### src/rtl/rr_grant_arbiter_pkg.sv
// Shared definitions for the round-robin grant arbiter: default sizes,
// FSM state encoding and the one-hot to binary index helper.
package rr_arb_pkg;

   localparam int N_REQ_DEF    = 16;
   localparam int IDX_W_DEF    = 4;
   localparam int MAX_HOLD_DEF = 8;
   localparam int HOLD_W       = 8;

   typedef enum logic [0:0] {
      IDLE  = 1'b0,
      GRANT = 1'b1
   } arb_state_t;

   // Binary index of a one-hot vector; an all-zero vector maps to 0.
   function automatic logic [IDX_W_DEF-1:0] onehot_to_idx(input logic [N_REQ_DEF-1:0] oh);
      logic [IDX_W_DEF-1:0] r;
      r = {IDX_W_DEF{1'b0}};
      for (int i = 0; i < N_REQ_DEF; i++) begin
         r = r | (oh[i] ? IDX_W_DEF'(i) : {IDX_W_DEF{1'b0}});
      end
      return r;
   endfunction

endpackage

### src/rtl/rr_grant_arbiter_if.sv
// Request/grant bundle between the requesters and the arbiter.
// master = requester side, slave = arbiter side.
interface rr_grant_arbiter_if
   import rr_arb_pkg::*;
#(
   parameter int N_REQ = N_REQ_DEF,
   parameter int IDX_W = IDX_W_DEF
);
   logic             en;
   logic [N_REQ-1:0] req;
   logic [N_REQ-1:0] gnt;
   logic [IDX_W-1:0] gnt_idx;
   logic             gnt_valid;
   logic             timeout;

   modport master (
      output en, req,
      input  gnt, gnt_idx, gnt_valid, timeout
   );

   modport slave (
      input  en, req,
      output gnt, gnt_idx, gnt_valid, timeout
   );
endinterface

### src/rtl/rr_grant_arbiter_pick.sv
// Masked priority encoder: lowest set bit at or above ptr, otherwise the
// lowest set bit overall. Two LSB-first encoders, masked result preferred.
module rr_pick
   import rr_arb_pkg::*;
#(
   parameter int N_REQ = N_REQ_DEF,
   parameter int IDX_W = IDX_W_DEF
)(
   input  logic [N_REQ-1:0] vec,
   input  logic [IDX_W-1:0] ptr,
   output logic             found,
   output logic [IDX_W-1:0] idx
);

   logic [N_REQ-1:0] masked_s;
   logic [N_REQ-1:0] low_masked_s;
   logic [N_REQ-1:0] low_plain_s;

   // Isolate the lowest set bit of the masked and unmasked vectors, then pick.
   always_comb begin
      masked_s     = vec & ({N_REQ{1'b1}} << ptr);
      low_masked_s = masked_s & (~masked_s + N_REQ'(1'b1));
      low_plain_s  = vec & (~vec + N_REQ'(1'b1));
      if (|masked_s) begin
         found = 1'b1;
         idx   = IDX_W'(onehot_to_idx(N_REQ_DEF'(low_masked_s)));
      end else if (|vec) begin
         found = 1'b1;
         idx   = IDX_W'(onehot_to_idx(N_REQ_DEF'(low_plain_s)));
      end else begin
         found = 1'b0;
         idx   = {IDX_W{1'b0}};
      end
   end

endmodule

### src/rtl/rr_grant_arbiter.sv
// Round-robin arbiter with registered one-hot grant, binary index, and a
// hold timeout that forces handover after MAX_HOLD consecutive cycles.
module rr_grant_arbiter
   import rr_arb_pkg::*;
#(
   parameter int N_REQ    = N_REQ_DEF,
   parameter int IDX_W    = IDX_W_DEF,
   parameter int MAX_HOLD = MAX_HOLD_DEF
)(
   input logic               clk,
   input logic               rst_n,
   rr_grant_arbiter_if.slave bus
);

   arb_state_t        state_r, state_n_s;
   logic [N_REQ-1:0]  gnt_r, gnt_n_s;
   logic [IDX_W-1:0]  gnt_idx_r, gnt_idx_n_s;
   logic              gnt_valid_r, gnt_valid_n_s;
   logic              timeout_r, timeout_n_s;
   logic [IDX_W-1:0]  ptr_r, ptr_n_s;
   logic [HOLD_W-1:0] hold_cnt_r, hold_cnt_n_s;

   logic [N_REQ-1:0]  cand_s;
   logic              cur_req_s;
   logic              pick_found_s;
   logic [IDX_W-1:0]  pick_idx_s;
   logic              load_s;
   logic              drop_s;

   // Candidate vector: the current holder is excluded from its own handover.
   always_comb begin
      cur_req_s = |(bus.req & gnt_r);
      if (state_r == GRANT) begin
         cand_s = bus.req & ~gnt_r;
      end else begin
         cand_s = bus.req;
      end
   end

   rr_pick #(
      .N_REQ (N_REQ),
      .IDX_W (IDX_W)
   ) u_pick (
      .vec   (cand_s),
      .ptr   (ptr_r),
      .found (pick_found_s),
      .idx   (pick_idx_s)
   );

   // Next-state: grant from IDLE, hold/release/timeout in GRANT.
   always_comb begin
      state_n_s     = state_r;
      gnt_n_s       = gnt_r;
      gnt_idx_n_s   = gnt_idx_r;
      gnt_valid_n_s = gnt_valid_r;
      ptr_n_s       = ptr_r;
      hold_cnt_n_s  = hold_cnt_r;
      timeout_n_s   = 1'b0;
      load_s        = 1'b0;
      drop_s        = 1'b0;

      case (state_r)
         IDLE: begin
            if (bus.en && pick_found_s) begin
               load_s = 1'b1;
            end else begin
               drop_s = 1'b1;
            end
         end
         GRANT: begin
            if (!cur_req_s || (hold_cnt_r == HOLD_W'(MAX_HOLD))) begin
               timeout_n_s = cur_req_s;
               if (bus.en && pick_found_s) begin
                  load_s = 1'b1;
               end else begin
                  drop_s = 1'b1;
               end
            end else if (hold_cnt_r != HOLD_W'(MAX_HOLD)) begin
               hold_cnt_n_s = hold_cnt_r + HOLD_W'(1);
            end else begin
               hold_cnt_n_s = hold_cnt_r;
            end
         end
         default: begin
            drop_s = 1'b1;
         end
      endcase

      if (load_s) begin
         state_n_s     = GRANT;
         gnt_n_s       = N_REQ'(1'b1) << pick_idx_s;
         gnt_idx_n_s   = pick_idx_s;
         gnt_valid_n_s = 1'b1;
         ptr_n_s       = pick_idx_s + IDX_W'(1);
         hold_cnt_n_s  = HOLD_W'(1);
      end else if (drop_s) begin
         state_n_s     = IDLE;
         gnt_n_s       = {N_REQ{1'b0}};
         gnt_idx_n_s   = {IDX_W{1'b0}};
         gnt_valid_n_s = 1'b0;
         hold_cnt_n_s  = {HOLD_W{1'b0}};
      end else begin
         state_n_s     = state_r;
      end
   end

   // State and output registers, cleared asynchronously by rst_n.
   always_ff @(posedge clk or negedge rst_n) begin
      if (!rst_n) begin
         state_r     <= IDLE;
         gnt_r       <= {N_REQ{1'b0}};
         gnt_idx_r   <= {IDX_W{1'b0}};
         gnt_valid_r <= 1'b0;
         timeout_r   <= 1'b0;
         ptr_r       <= {IDX_W{1'b0}};
         hold_cnt_r  <= {HOLD_W{1'b0}};
      end else begin
         state_r     <= state_n_s;
         gnt_r       <= gnt_n_s;
         gnt_idx_r   <= gnt_idx_n_s;
         gnt_valid_r <= gnt_valid_n_s;
         timeout_r   <= timeout_n_s;
         ptr_r       <= ptr_n_s;
         hold_cnt_r  <= hold_cnt_n_s;
      end
   end

   assign bus.gnt       = gnt_r;
   assign bus.gnt_idx   = gnt_idx_r;
   assign bus.gnt_valid = gnt_valid_r;
   assign bus.timeout   = timeout_r;

endmodule

### src/flat_wrapper.sv
// flat-port wrapper written by rule: the top's interface ports become plain ports
module rr_grant_arbiter_flat import rr_arb_pkg::*;
#(
   parameter int N_REQ    = N_REQ_DEF,
   parameter int IDX_W    = IDX_W_DEF,
   parameter int MAX_HOLD = MAX_HOLD_DEF
)
  (clk, rst_n, bus_en, bus_req, bus_gnt, bus_gnt_idx, bus_gnt_valid, bus_timeout);
  rr_grant_arbiter_if #(.N_REQ(N_REQ), .IDX_W(IDX_W)) bus_i ();
  input logic clk;
  input logic rst_n;
  input wire logic [$bits(bus_i.en)-1:0] bus_en;
  input wire logic [$bits(bus_i.req)-1:0] bus_req;
  output wire logic [$bits(bus_i.gnt)-1:0] bus_gnt;
  output wire logic [$bits(bus_i.gnt_idx)-1:0] bus_gnt_idx;
  output wire logic [$bits(bus_i.gnt_valid)-1:0] bus_gnt_valid;
  output wire logic [$bits(bus_i.timeout)-1:0] bus_timeout;
  assign bus_i.en = bus_en;
  assign bus_i.req = bus_req;
  assign bus_gnt = bus_i.gnt;
  assign bus_gnt_idx = bus_i.gnt_idx;
  assign bus_gnt_valid = bus_i.gnt_valid;
  assign bus_timeout = bus_i.timeout;
  rr_grant_arbiter #(.N_REQ(N_REQ), .IDX_W(IDX_W), .MAX_HOLD(MAX_HOLD)) u_core (.clk(clk), .rst_n(rst_n), .bus(bus_i));
endmodule
### config.mk
export PLATFORM = sky130hd
export DESIGN_NAME = rr_grant_arbiter_flat
export DESIGN_NICKNAME = d
export VERILOG_FILES = /design/src/rtl/rr_grant_arbiter_pkg.sv /design/src/rtl/rr_grant_arbiter_if.sv /design/src/rtl/rr_grant_arbiter_pick.sv /design/src/rtl/rr_grant_arbiter.sv /design/src/flat_wrapper.sv
export SDC_FILE = /design/constraint.sdc
export NUM_CORES = 1
export LEC_CHECK = 0
export BUFFER_PORTS_ARGS = -buffer_cell sky130_fd_sc_hd__buf_2
export CAP_MARGIN = 20
export CORE_MARGIN = 2
export CORE_UTILIZATION = 61
export CTS_CLUSTER_SIZE = 20
export DETAILED_ROUTE_END_ITERATION = 10
export PLACE_DENSITY = 0.85
export SLEW_MARGIN = 20
export SYNTH_ARGS = -nofsm -noshare
export SYNTH_HDL_FRONTEND = slang
export SYNTH_SLANG_ARGS = --single-unit
### constraint.sdc
create_clock -name clk -period 6.3 [get_ports clk]
set_input_delay 0.63 -clock clk [delete_from_list [all_inputs] [get_ports clk]]
set_output_delay 0.63 -clock clk [all_outputs]
set_load 0.1 [all_outputs]
* Word-level counts from Yosys, hierarchy flattened
Index checks and enable logic that the tools add are counted.
** Storage, ports and cells
- Bits in registers :: 34
- Bits in latches :: 0
- Bits in writable memories :: 0
- ROM bits :: 0
- Input port bits :: 19
- Output and inout port bits :: 22
- Logic and storage cells :: 116
- Memories kept :: 0
** Cells by class
- $add $sub $neg :: 4
- Multiply operators :: 0
- Div/mod/pow operators :: 0
- Order comparisons :: 0
- Equal/unequal tests :: 3
- Shifts and indexed selects :: 2
- Multiplexer cells :: 54
- Bitwise logic cells :: 37
- Reduce and logical (&&, ||, !) cells :: 10
** Operators with widths (number)
- 16-bit bitwise AND :: 5
- 4-bit two-way mux :: 20
- 4-bit OR :: 14
- 16-bit two-way mux :: 3
- 16-bit NOT :: 3
- 16-bit OR reduction :: 3
- 8-bit two-way mux :: 5
- 16-bit by 1-bit adder with 16-bit output (second input constant) :: 2
- 3-bit two-way mux :: 8
- 3-bit OR :: 6
- 1-bit by 4-bit << shifter with 16-bit output (first input constant) :: 1
- 16-bit by 4-bit << shifter with 16-bit output (first input constant) :: 1
- 1-bit two-way mux :: 12
- 8-bit by 1-bit adder with 8-bit output (second input constant) :: 1
- 8-bit by 4-bit == test with 1-bit output (second input constant) :: 1
- 2-bit two-way mux :: 4
- 8-bit by 4-bit inequality test with 1-bit output (second input constant) :: 1
- 3-bit by 4-bit OR with 4-bit output :: 2
- 2-bit by 3-bit OR with 3-bit output :: 2
- 3-bit nonzero test :: 2
- 4-bit by 1-bit adder with 4-bit output (second input constant) :: 1
- 1-bit by 2-bit OR with 2-bit output :: 2
- 2-bit OR :: 2
- 1-bit case mux with 2 select lines :: 2
- other kinds (7) :: 7

* Logic depth before layout (Yosys ltp)
- Depth after elaboration :: 25
- Depth in mapped cells :: 13
- Mapped depth without buffers :: 10

* Hierarchy
A second synthesis with hierarchy kept.
** Second synthesis, totals
- Cells, all modules :: 274
- Area total of the unflattened synthesis :: 2645.0 um^2
** Modules (own cells, without submodules)
- rr_grant_arbiter :: instances 1, cells each 167, area an instance 1898.1 um^2, seq. area each 850.8 um^2
- rr_pick :: instances 1, cells each 107, area an instance 747.0 um^2, seq. area each 0.0 um^2

* Worst setup path after synthesis
No wires, ideal clock.
- Kind :: register to register
- From :: register u_core.state_r
- To :: register u_core.gnt_r[15] (netlist: u_core.bus.gnt[15])
- Setup time :: 0.122 ns
- Arrival :: 3.024 ns
- Setup slack :: 3.154 ns
- Cell stages (with the launch flop) :: 13
- Buffers on the path :: 3
- Clock period less this slack :: 3.146 ns
- Cell sequence :: dfrtp_1 -> buf_6 -> buf_8 -> buf_6 -> o221ai_1 -> nor3b_1 -> nand3_2 -> nor4b_4 -> a211o_2 -> nand2_2 -> inv_1 -> ha_1 -> a22o_1
** On the way
- Word-level cells in the longest chain between the ends :: 23
- Elaborated cells on any way between the ends :: 83
** Ends and longest elaborated chain
- start, declared :: line rr_grant_arbiter.sv:15 : arb_state_t state_r, state_n_s;
- start signal, assigned :: line rr_grant_arbiter.sv:118 : state_r <= state_n_s;
- 16-bit two-way mux :: line rr_grant_arbiter.sv:33 : if (state_r == GRANT) begin
- 16-bit NOT / 16-bit bitwise AND (equally long branches) :: line rr_grant_arbiter_pick.sv:23, rr_grant_arbiter_pick.sv:21
- 16-bit by 1-bit adder with 16-bit output / 16-bit NOT (equally long branches) :: line rr_grant_arbiter_pick.sv:23, rr_grant_arbiter_pick.sv:22
- 16-bit bitwise AND / 16-bit by 1-bit adder with 16-bit output (equally long branches) :: line rr_grant_arbiter_pick.sv:23, rr_grant_arbiter_pick.sv:22
- 1-bit two-way mux, or another cell as far along :: line rr_grant_arbiter_pkg.sv:20 : r = r | (oh[i] ? IDX_W_DEF'(i) : {IDX_W_DEF{1'b0}});
- 1-bit by 2-bit OR with 2-bit output, or another cell as far along :: line rr_grant_arbiter_pkg.sv:20
- 2-bit OR / 1-bit by 2-bit OR with 2-bit output (equally long branches) :: line rr_grant_arbiter_pkg.sv:20
- 2-bit by 3-bit OR with 3-bit output / 2-bit OR (equally long branches) :: line rr_grant_arbiter_pkg.sv:20
- 3-bit OR / 2-bit by 3-bit OR with 3-bit output (equally long branches) :: line rr_grant_arbiter_pkg.sv:20
- 3-bit OR (2 in series) :: line rr_grant_arbiter_pkg.sv:20
- 3-bit by 4-bit OR with 4-bit output / 3-bit OR (equally long branches) :: line rr_grant_arbiter_pkg.sv:20
- 4-bit OR / 3-bit by 4-bit OR with 4-bit output (equally long branches) :: line rr_grant_arbiter_pkg.sv:20
- 4-bit OR (6 in series) :: line rr_grant_arbiter_pkg.sv:20
- 4-bit two-way mux / 4-bit OR (equally long branches) :: line rr_grant_arbiter_pick.sv:27, rr_grant_arbiter_pkg.sv:20
- 4-bit two-way mux :: line rr_grant_arbiter_pick.sv:24 : if (|masked_s) begin
- 1-bit by 4-bit << shifter with 16-bit output :: line rr_grant_arbiter.sv:91 : gnt_n_s = N_REQ'(1'b1) << pick_idx_s;
- 16-bit two-way mux :: line rr_grant_arbiter.sv:89 : if (load_s) begin
- end signal, assigned :: line rr_grant_arbiter.sv:111 : gnt_r <= {N_REQ{1'b0}};
- end signal, assigned :: line rr_grant_arbiter.sv:119 : gnt_r <= gnt_n_s;
- end, declared :: line rr_grant_arbiter.sv:16 : logic [N_REQ-1:0] gnt_r, gnt_n_s;
Parallel ways exist; a longest one is shown, timed or not.
A chain may end at the register's enable or synchronous reset.

* Worst setup path in the final report
- From :: register u_core.state_r
- To :: register u_core.ptr_r[2]
** On the way
- Word-level cells in the longest chain between the ends :: 22
- Elaborated cells on any way between the ends :: 76
** Ends and longest elaborated chain
- 16-bit two-way mux :: line rr_grant_arbiter.sv:33
- 16-bit NOT / 16-bit bitwise AND (equally long branches) :: line rr_grant_arbiter_pick.sv:23, rr_grant_arbiter_pick.sv:21
- 16-bit by 1-bit adder with 16-bit output / 16-bit NOT (equally long branches) :: line rr_grant_arbiter_pick.sv:23, rr_grant_arbiter_pick.sv:22
- 16-bit bitwise AND / 16-bit by 1-bit adder with 16-bit output (equally long branches) :: line rr_grant_arbiter_pick.sv:23, rr_grant_arbiter_pick.sv:22
- 1-bit two-way mux, or another cell as far along :: line rr_grant_arbiter_pkg.sv:20
- 1-bit by 2-bit OR with 2-bit output, or another cell as far along :: line rr_grant_arbiter_pkg.sv:20
- 2-bit OR / 1-bit by 2-bit OR with 2-bit output (equally long branches) :: line rr_grant_arbiter_pkg.sv:20
- 2-bit by 3-bit OR with 3-bit output / 2-bit OR (equally long branches) :: line rr_grant_arbiter_pkg.sv:20
- 3-bit OR / 2-bit by 3-bit OR with 3-bit output (equally long branches) :: line rr_grant_arbiter_pkg.sv:20
- 3-bit OR (2 in series) :: line rr_grant_arbiter_pkg.sv:20
- 3-bit by 4-bit OR with 4-bit output / 3-bit OR (equally long branches) :: line rr_grant_arbiter_pkg.sv:20
- 4-bit OR / 3-bit by 4-bit OR with 4-bit output (equally long branches) :: line rr_grant_arbiter_pkg.sv:20
- 4-bit OR (6 in series) :: line rr_grant_arbiter_pkg.sv:20
- 4-bit two-way mux / 4-bit OR (equally long branches) :: line rr_grant_arbiter_pick.sv:27, rr_grant_arbiter_pkg.sv:20
- 4-bit two-way mux :: line rr_grant_arbiter_pick.sv:24
- 4-bit by 1-bit adder with 4-bit output :: line rr_grant_arbiter.sv:94 : ptr_n_s = pick_idx_s + IDX_W'(1);
- end signal, assigned :: line rr_grant_arbiter.sv:115 : ptr_r <= {IDX_W{1'b0}};
- end signal, assigned :: line rr_grant_arbiter.sv:123 : ptr_r <= ptr_n_s;
- end, declared :: line rr_grant_arbiter.sv:20 : logic [IDX_W-1:0] ptr_r, ptr_n_s;
Parallel ways exist; a longest one is shown, timed or not.

==> flow_summary.json <==
{
  "vias": 2411,
  "first_iter_violations": 207,
  "fin_crit_ns": 3.37,
  "fin_tns_setup_ns": 0,
  "crit_required_ns": 6.49,
  "status": "complete, no violations",
  "antenna_found_initial": 0,
  "cts_buffers": 5,
  "netlist_area_mm2": 0.00256,
  "r2r_slack_ns": 2.93,
  "seqPwrFrac_pct": 26.2,
  "area_delta_synth_final_pct": 12.1,
  "critPathLaunchType": "flip-flop",
  "utilization_pct": 71.3,
  "maxSlewViolCount": 0,
  "relSlewSlack_pct": 40.6,
  "dp_slack_ns": 2.79,
  "postCtsSetupRepairBufs": 0,
  "cts_resized": 0,
  "reg2reg_depth": 10,
  "p_per_area_mw_per_mm2": 503,
  "rsz0062_at_grt": "false",
  "cts.htree.levels": 2,
  "hpwl_um": 4960,
  "r2r-end": "u_core.ptr_r[2]",
  "cts_buffer_depth": 2,
  "vdd_ir_drop_max_mv": 0.385,
  "hold_viol_final": 0,
  "synthAdderAreaFrac_pct": 2.93,
  "async_flop_share_pct": 100,
  "finalWeightedCongestion": 0.917,
  "synthSimpleGateAreaFrac_pct": 21.7,
  "synth_nets": 302,
  "min_path_type": "in2async",
  "stdcell_area_mm2": 0.00287,
  "hold_ws_ns": 0.394,
  "yosysSeqAreaShare_pct": 33.2,
  "drc": 0,
  "setup.worst_path.end_class": "flip-flop",
  "instances_no_fill": 363,
  "worst_pin_slew_ns": 0.891,
  "layout-drive-gt1-share_pct": 24.3,
  "grt_pass1_vias": 2213,
  "grtUsageTotal_pct": 30.5,
  "clock-root-buffer": "clkbuf_8",
  "setup_violations": 0,
  "cp.arrival_ns": 3.57,
  "synth_area_per_cell_um2": 9.25,
  "grt_pass1_wl_um": 10500,
  "yosysWarnings": 0,
  "placedInstanceArea_mm2": 0.00274,
  "p_clk_share_pct": 16.7,
  "ys_types": 68,
  "synth_top_family_by_area": "compound AO/OA/AOI/OAI gates",
  "switching_share_pct": 54.3,
  "cts.clk_slew.worst_paths_ns": 0.08,
  "layout_commonest_cell": "buf_2",
  "num_rows": 23,
  "synth_cells": 277,
  "drv_cap": 0,
  "synth-compound-area-share_pct": 33.9,
  "synth_xor_area_share_pct": 2.05,
  "fin_worst_skew_ns": 0.00935,
  "die-area_mm2": 0.00474,
  "synth_seq_cells": 34,
  "cts.sinks": 34,
  "fin_nets": 337,
  "drt_pass1_iterations": 4,
  "grt_max_degree": 35,
  "pwr-share-comb_pct": 57.1,
  "clock_latency_ns": 0.29,
  "fmax_ghz": 0.296,
  "port_buffers": 40,
  "synth_mux_area_share_pct": 0.391,
  "placedCellCount": 355,
  "hold_buffers": 0,
  "synth_edf_count": 0,
  "final_cell_mix": "buf_2, dfrtp_1, nand2_1",
  "io-pin-count": 41,
  "post_drt_wl_per_cell_um": 18.3,
  "reg2reg_from": "u_core.state_r",
  "timing.final.crit_share_pct": 53.6,
  "synth_ff_type": "dfrtp_1",
  "p_int_uw": 660,
  "routed_via_density": 6.64,
  "coreArea_mm2": 0.00403,
  "p_leak_nw": 1.34,
  "gr-total-overflow": 0,
  "cts_tree": "yes",
  "wl_um": 6630,
  "die_h_um": 68.8,
  "finalPower_mw": 1.44,
  "die_w_um": 68.8,
  "initial_utilization_pct": 63.6,
  "p_sw_uw": 785,
  "path_class": "reg2reg",
  "diodes": 0,
  "antenna_left": 0,
  "cp_max_fo": 32,
  "worst_slack_ns": 2.93
}
## metal layers
| metal | vias to the layer above | wire length [um] | GRT usage (%) |
|---|---|---|---|
| met2 | 96 | 3190 | 50.1 |
| met4 | 0 | 140 | 13.5 |
| met3 | 18 | 380 | 4.71 |
| li1 | 1129 | - | - |
| met1 | 1168 | 2920 | 39.8 |
| met5 | - | 0 | 0 |
## cell type report
class | instances | area, um^2
repair buffers | 40 | 200
flip-flops and latches | 34 | 851
multi-input cells | 216 | 1560
well taps | 50 | 62.6
clock inverters | 3 | 68.8
inverters | 15 | 58.8
clock buffers | 5 | 68.8
fillers | 314 | 1160
## synthesized netlist by cell type, types with 6 or more instances
| cell | n | area share [%] |
|---|---|---|
| a32o_1 | 12 | 4.7 |
| a21bo_2 | 8 | 3.1 |
| a22o_1 | 9 | 3.1 |
| nand3_1 | 7 | 1.4 |
| ha_1 | 6 | 2.9 |
| o21ai_0 | 13 | 2.5 |
| dfrtp_1 | 34 | 33 |
| nand2b_1 | 9 | 2.2 |
| inv_1 | 14 | 2.1 |
| nor2_1 | 16 | 2.3 |
| a21oi_1 | 16 | 3.1 |
| nand2_1 | 24 | 3.5 |
## power groups by stage
stage / Combinational [mW] / Clock (mW) / Sequential, mW
6_report: 0.825 / 0.241 / 0.379
5_1_grt: 0.893 / 0.250 / 0.390
4_1_cts: 0.822 / 0.242 / 0.374
3_5_place_dp: 0.819 / 0 / 0.378
3_3_place_gp: 0.810 / 0 / 0.377
2_1_floorplan: 0.510 / 0 / 0.556
## registers in the layout, summed over array words and instances (netlist names)
| register | cells |
|---|---|
| u_core.ptr_r | 4 |
| u_core.state_r | 1 |
| u_core.bus.gnt_idx | 4 |
| u_core.bus.gnt | 16 |
| u_core.hold_cnt_r | 8 |
| u_core.bus.timeout | 1 |
## worst max-delay path, stage by stage (launching register included)
cell,delay [ns]
dfrtp_1,0.93
a21boi_0,0.37
a21oi_1,0.26
a21oi_1,0.11
or2_1,0.37
o31ai_2,0.30
a2bb2oi_2,0.34
nand2_2,0.08
inv_1,0.11
ha_1,0.23
o21ai_0,0.16
## cell families (layout without fill, tap and decap cells)
family                     Yosys count  in the layout
AOI/OAI and AO/OA                  108            108
xor gates and xnor gates             6              6
adders and majority gates            6              6
buffers and inverters               27             63
DFF                                 34             34
muxes                                1              1
and+or+nand+nor                     95             95
## worst max path at each step
stage	start	end	slack (ns)	cells past startpoint
after floorplan	u_core.state_r	u_core.bus.gnt[15]	3.15	12
after global placement	bus_req[1]	u_core.ptr_r[3]	2.76	9
after detailed placement	bus_req[1]	u_core.ptr_r[3]	2.79	9
after CTS	u_core.state_r	u_core.ptr_r[2]	3.00	10
after global routing	u_core.state_r	u_core.ptr_r[2]	2.65	10
final	u_core.state_r	u_core.ptr_r[2]	2.93	10
No activity file was read; power rests on OpenSTA's default activity.
